**config.mk**
```make
export PLATFORM = sky130hd
export DESIGN_NAME = display_scan_mux
export DESIGN_NICKNAME = d
export VERILOG_FILES = /design/src/rtl/display_pkg.sv /design/src/rtl/display_refresh_timer.sv /design/src/rtl/display_scan_mux.sv
export SDC_FILE = /design/constraint.sdc
export NUM_CORES = 1
export LEC_CHECK = 0
export ABC_AREA = 0
export CAP_MARGIN = 15
export CORE_AREA = 2 2 81 83
export DETAILED_ROUTE_END_ITERATION = 16
export DIE_AREA = 0 0 83 85
export GPL_ROUTABILITY_DRIVEN = 1
export PLACE_DENSITY = 0.71
export SYNTH_ARGS = -nofsm -noshare
export SYNTH_HDL_FRONTEND = slang
export SYNTH_HIERARCHICAL = 1
export SYNTH_SLANG_ARGS = --single-unit
export TNS_END_PERCENT = 20
```
**constraint.sdc**
```tcl
create_clock -name clk -period 1.62 [get_ports clk]
set_clock_uncertainty 0.05 [all_clocks]
set_input_delay 0.324 -clock clk [delete_from_list [all_inputs] [get_ports clk]]
set_output_delay 0.324 -clock clk [all_outputs]
set_load 0.01 [all_outputs]
```
**src/rtl/display_pkg.sv**
```systemverilog
// rtl/display_pkg.sv - shared types and digit helper for the display scan path
package display_pkg;

    localparam int DIGIT_W    = 4;
    // Widest value the digit helper accepts; callers zero-extend into it.
    localparam int MAX_DIGITS = 16;
    localparam int MAX_W      = DIGIT_W * MAX_DIGITS;

    typedef enum logic {
        SCAN_ON    = 1'b0,
        SCAN_BLANK = 1'b1
    } scan_state_t;

    // Digit k of a packed value, digit 0 in the least significant nibble.
    function automatic logic [DIGIT_W-1:0] get_digit(input logic [MAX_W-1:0] value, input int k);
        return value[k*DIGIT_W +: DIGIT_W];
    endfunction

endpackage

```
**src/rtl/display_refresh_timer.sv**
```systemverilog
// rtl/display_refresh_timer.sv - per-slot counter producing blank_start and slot_end strobes
module display_refresh_timer #(
    parameter int REFRESH_DIV  = 50000,
    parameter int BLANK_CYCLES = 500
) (
    input  logic clk,
    input  logic rst,
    output logic blank_start,
    output logic slot_end
);

    localparam int CNT_W = $clog2(REFRESH_DIV);
    localparam logic [CNT_W-1:0] LAST_CNT = CNT_W'(REFRESH_DIV - 1);
    localparam logic [CNT_W-1:0] LAST_ON  = CNT_W'(REFRESH_DIV - BLANK_CYCLES - 1);

    logic [CNT_W-1:0] cnt;

    // Free-running slot counter, 0..REFRESH_DIV-1
    always_ff @(posedge clk) begin
        if (rst) begin
            cnt <= '0;
        end else if (slot_end) begin
            cnt <= '0;
        end else begin
            cnt <= cnt + CNT_W'(1);
        end
    end

    assign slot_end    = (cnt == LAST_CNT);
    // With no blank phase the ON phase runs to slot_end, so never request blanking.
    assign blank_start = (BLANK_CYCLES != 0) && (cnt == LAST_ON);

endmodule

```
**src/rtl/display_scan_mux.sv**
```systemverilog
// rtl/display_scan_mux.sv - multiplexed digit scanner with blanking gap and frame-aligned value updates (option: LEADING_ZERO_BLANK_EN)
module display_scan_mux
    import display_pkg::*;
#(
    parameter int NUM_DIGITS   = 4,
    parameter int REFRESH_DIV  = 50000,
    parameter int BLANK_CYCLES = 500
) (
    input  logic                        clk,
    input  logic                        rst,
    input  logic                        load,
    input  logic [4*NUM_DIGITS-1:0]     value_in,
    output logic [DIGIT_W-1:0]          digit_code,
    output logic                        seg_en,
    output logic [NUM_DIGITS-1:0]       an,
    output logic                        frame_done
);

    localparam int VAL_W = DIGIT_W * NUM_DIGITS;
    localparam int IDX_W = $clog2(NUM_DIGITS);
    localparam logic [IDX_W-1:0] LAST_IDX = IDX_W'(NUM_DIGITS - 1);

    logic                  blank_start;
    logic                  slot_end;
    scan_state_t           state;
    scan_state_t           state_d;
    logic [IDX_W-1:0]      idx;
    logic [VAL_W-1:0]      shadow;
    logic [VAL_W-1:0]      shadow_d;
    logic [VAL_W-1:0]      pending;
    logic                  pend_flag;
    logic                  lit;
    logic [NUM_DIGITS-1:0] an_d;
    logic                  seg_en_d;
    logic [DIGIT_W-1:0]    code_d;

    display_refresh_timer #(
        .REFRESH_DIV  (REFRESH_DIV),
        .BLANK_CYCLES (BLANK_CYCLES)
    ) u_timer (
        .clk         (clk),
        .rst         (rst),
        .blank_start (blank_start),
        .slot_end    (slot_end)
    );

    // Scan state register
    always_ff @(posedge clk) begin
        if (rst) begin
            state <= SCAN_ON;
        end else begin
            state <= state_d;
        end
    end

    // Next scan state: ON until blank_start, BLANK until slot_end
    always_comb begin
        state_d = state;
        case (state)
            SCAN_ON:    if (blank_start) state_d = SCAN_BLANK;
            SCAN_BLANK: if (slot_end)    state_d = SCAN_ON;
            default:    state_d = SCAN_ON;
        endcase
    end

    // Digit index steps once per slot and wraps after the last digit
    always_ff @(posedge clk) begin
        if (rst) begin
            idx <= '0;
        end else if (slot_end) begin
            idx <= (idx == LAST_IDX) ? '0 : idx + IDX_W'(1);
        end
    end

    // Shadow only changes in the frame_done cycle; a load in that very cycle wins over pending
    always_comb begin
        shadow_d = shadow;
        if (frame_done) begin
            if (load) begin
                shadow_d = value_in;
            end else if (pend_flag) begin
                shadow_d = pending;
            end
        end
    end

    // Pending capture and shadow commit
    always_ff @(posedge clk) begin
        if (rst) begin
            shadow    <= '0;
            pending   <= '0;
            pend_flag <= 1'b0;
        end else begin
            shadow <= shadow_d;
            if (load) begin
                pending <= value_in;
            end
            if (frame_done) begin
                pend_flag <= 1'b0;
            end else if (load) begin
                pend_flag <= 1'b1;
            end
        end
    end

`ifdef LEADING_ZERO_BLANK_EN
    // Light the slot unless it and every more significant digit are zero; digit 0 always lit
    always_comb begin
        lit = (idx == '0);
        for (int k = 0; k < NUM_DIGITS; k++) begin
            if (k >= int'(idx) && get_digit(MAX_W'(shadow_d), k) != '0) begin
                lit = 1'b1;
            end
        end
    end
`else
    assign lit = 1'b1;
`endif

    // Next output values; BLANK darkens everything and holds the last code
    always_comb begin
        an_d     = '1;
        seg_en_d = 1'b0;
        code_d   = digit_code;
        if (state == SCAN_ON) begin
            an_d[idx] = 1'b0;
            seg_en_d  = lit;
            code_d    = get_digit(MAX_W'(shadow_d), int'(idx));
        end
    end

    // Registered outputs
    always_ff @(posedge clk) begin
        if (rst) begin
            an         <= '1;
            seg_en     <= 1'b0;
            digit_code <= '0;
            frame_done <= 1'b0;
        end else begin
            an         <= an_d;
            seg_en     <= seg_en_d;
            digit_code <= code_d;
            frame_done <= slot_end && (idx == LAST_IDX);
        end
    end

endmodule

```
==> summary.md <==
| Metric | Value |
|---|---|
| P&R area growth vs syn | 34.8% |
| Gpl congestion | 0.797 |
| Pint | about 2500 uW |
| Met3 routed WL | around 360 um |
| Max clock buf depth | 2 |
| DIE HEIGHT | about 85 um |
| Reg area | 0.00125 mm^2 |
| Post-layout net count | 403 |
| Share of cells above drive strength 1 | roughly 28% |
| Slew Limit Fails | 0 |
| Most frequent cells in the layout | dfxtp_1, nor2_1, buf_4 |
| DP Cell Count | ~440 |
| Root buffer cell | clkbuf_8 |
| Mapped Area | about 0.0029 mm^2 |
| # DRC | 0 |
| Initial antenna violation count | 0 |
| CTS buffer count | 9 |
| H-tree levels | 3 |
| Combinational share of power | approximately 8.7% |
| Worst setup margin | approximately 0.026 ns |
| Final WL | around 7.1 mm |
| CP arrival | 1.82 ns |
| Core area | between 0.006 and 0.007 mm^2 |
| Fillers | roughly 500 |
| Die ar. | about 0.007 mm^2 |
| RSZ-0062 raised after global routing | true |
| Post-synth cell types | 48 |
| Startpoint Class | register |
| Syn_nets | 331 |
| Clock share of power | 42.5% |
| Synth warn | 6 |
| Status | completed |
| M1 WL | between 3 and 4 mm |
| CTS tree | built |
| Final Util | a little under two thirds |
| Final HPWL DP | 4.91 mm |
| Worst VDD drop | around 0.69 mV |
| First-pass GRT wire length | 11.8 mm |
| Tcrit/Tclk final | 98.4% |
| Total number of vias | approximately 2500 |
| Req. time, crit path | between 1.5 and 2 ns |
| Vias in the first global route | ~2600 |
| FP Rows | 29 |
| Most common cell after layout, fill and taps aside | dfxtp_1 |
| CTS sink count | 62 |
| Clock transition at path regs | approximately 0.07 ns |
| Critical path start-end classification | register to register |
| GRT Util Overall | about a fifth |
| Yosys reg bits | 62 |
| Port bufs | 28 |
| HP Class | register to register |
| Switching portion of total power | between 20% and 30% |
| Max Clk Rate | between 0.6 and 0.7 GHz |
| Predominant post-synthesis flop cell | dfxtp_1 |
| Final std cells w/o fill | 460 |
| Leakage power | between 0.0015 and 0.002 uW |
| Dpl ws | -0.509 ns |
| Ant diodes | 0 |
| Final ANT Viol Nets | 0 |
| Seq/Total Area, Yosys | ~42% |
| Worst slew margin relative to its limit | about three quarters |
| Setup_tns | 0 ns |
| DRT iter0 DRCs | approximately 140 |
| Post-synth EDFFs | 0 |
| Fin. Hold Viols | 0 |
| Multi-input logic area | 0.00164 mm^2 |
| Largest net degree at the start of global routing | 27 |
| Switch Pwr | 740 uW |
| Post-synthesis area per instance | approximately 9.6 um^2 |
| Seq pwr share | approximately 49% |
| Vias/cell | about 5.5 |
| Highest Signal Layer | met4 |
| Setup Viol. Count Final | 0 |
| Metal2 WL | roughly 3.6 mm |
| Total global routing overflow | 0 |
| Starting Density | 47.1% |
| Clk Latency, worst-skew pair | 0.34 ns |
| Slew @ Worst Pin | 0.354 ns |
| Gate Count Post-Synth | a little over 300 |
| CP endpoint kind | register |
| Max Cap Violations | 0 |
| Die Wd | approximately 83 um |
| Post-route minimum period | about 1.6 ns |
| Async set-reset flop share out of synthesis | 0% |
| Ports | 29 |
| PwrDens | about 800 mW/mm^2 |
| Per-cell routed wire length | around 15 um |
| Hold_ws | around 0.43 ns |
| Critical path fanouts, max | 3 |
| Drt first pass iters | 4 |
[layout make-up]
class / count / area share (%)
flip-flops and latches: 62 / 31.7
inverters: 8 / 0.762
multi-input cells: 214 / 41.7
well taps: 77 / 2.44
clock inverters: 3 / 1.08
clock buffers: 13 / 4.03
repair buffers: 83 / 18.3
[layer usage]
layer,GRT usage (%),vias up
li1,-,1264
met1,23.2,1196
met2,36.6,61
met3,7.10,14
met4,7.00,0
met5,0,-
[worst max-delay path: stages (launching register included)]
cell	delay, ns
dfxtp_1	0.36
nand4_1	0.15
or3_1	0.41
or4_1	0.41
a21oi_1	0.15
[cell families (layout without fill, tap and decap cells)]
family          count (synthesis)  after routing  synth area share, %
fa+ha+maj                       6              6                 2.57
simple gates                  133            133                 25.1
buf+inv                        30            107                 6.08
compound gates                 44             44                 13.7
mux                            18             18                 6.16
xor+xnor                       13             13                 3.90
flops                          62             62                 42.5
[timing repair]
item                                    CTS  global route
hold buffers                              0             0
resized for setup                        23            18
pin swaps                                 3             5
endpoints found under the setup margin   10            24
buffers inserted                          0             1
gates cloned                              0             1
[power groups by stage]
stage               Combinational (uW)  Sequential (uW)  Clock [uW]
detailed placement                 260             1620           0
finish                             284             1580        1380
CTS                                272             1580        1420
global route                       308             1580        1470
global placement                   254             1610           0
floorplan                          135             1610           0
[cell usage after synthesis (2+ instances only)]
| cell type | count | area share, % |
|---|---|---|
| o32a_1 | 3 | 1.0 |
| nand3_1 | 4 | 0.68 |
| ha_1 | 6 | 2.6 |
| nor4_1 | 7 | 1.5 |
| inv_1 | 8 | 1.0 |
| nor3b_1 | 2 | 0.51 |
| mux2i_1 | 18 | 6.2 |
| nand4bb_1 | 4 | 1.5 |
| nand4_1 | 5 | 1.1 |
| nand2_1 | 10 | 1.3 |
| o2111ai_1 | 6 | 1.8 |
| buf_2 | 4 | 0.68 |
| o221ai_1 | 7 | 2.1 |
| or3_1 | 3 | 0.64 |
| xnor2_1 | 12 | 3.6 |
| nor3_1 | 11 | 1.9 |
| buf_4 | 7 | 1.8 |
| o22a_1 | 4 | 1.2 |
| o22ai_1 | 5 | 1.1 |
| nand3b_1 | 11 | 2.8 |
| clkbuf_1 | 7 | 0.90 |
| o32ai_1 | 7 | 2.1 |
| a21oi_1 | 2 | 0.34 |
| o21ai_0 | 3 | 0.51 |
| nor2_1 | 55 | 7.1 |
| or4bb_1 | 3 | 1.2 |
| buf_6 | 3 | 1.2 |
| or2_2 | 7 | 1.5 |
| dfxtp_1 | 62 | 42 |
| o221ai_2 | 2 | 1.0 |
[final timing paths]
path,cells past startpoint,slack (ns),to,start
setup / recovery,4,0.03,u_timer/cnt[15],u_timer/cnt[11]
hold / removal,2,0.43,u_timer/cnt[15],u_timer/cnt[15]
setup reg to reg,4,0.03,u_timer/cnt[15],u_timer/cnt[11]
hold reg to reg,2,0.43,u_timer/cnt[15],u_timer/cnt[15]
[state kept, by name (all words and copies together) (netlist names)]
register	cells
pending	16
shadow	16
u_timer/cnt	16
an	4
digit_code	4
idx	2
frame_done	1
pend_flag	1
seg_en	1
state	1
[through the flow]
step	power, uW	area, um^2
global route	3360	3940
global placement	1870	3570
detailed placement	1880	3570
finish	3250	3940
floorplan	1740	2940
CTS	3270	3860
Note: power is estimated with default switching activity, not from simulation.
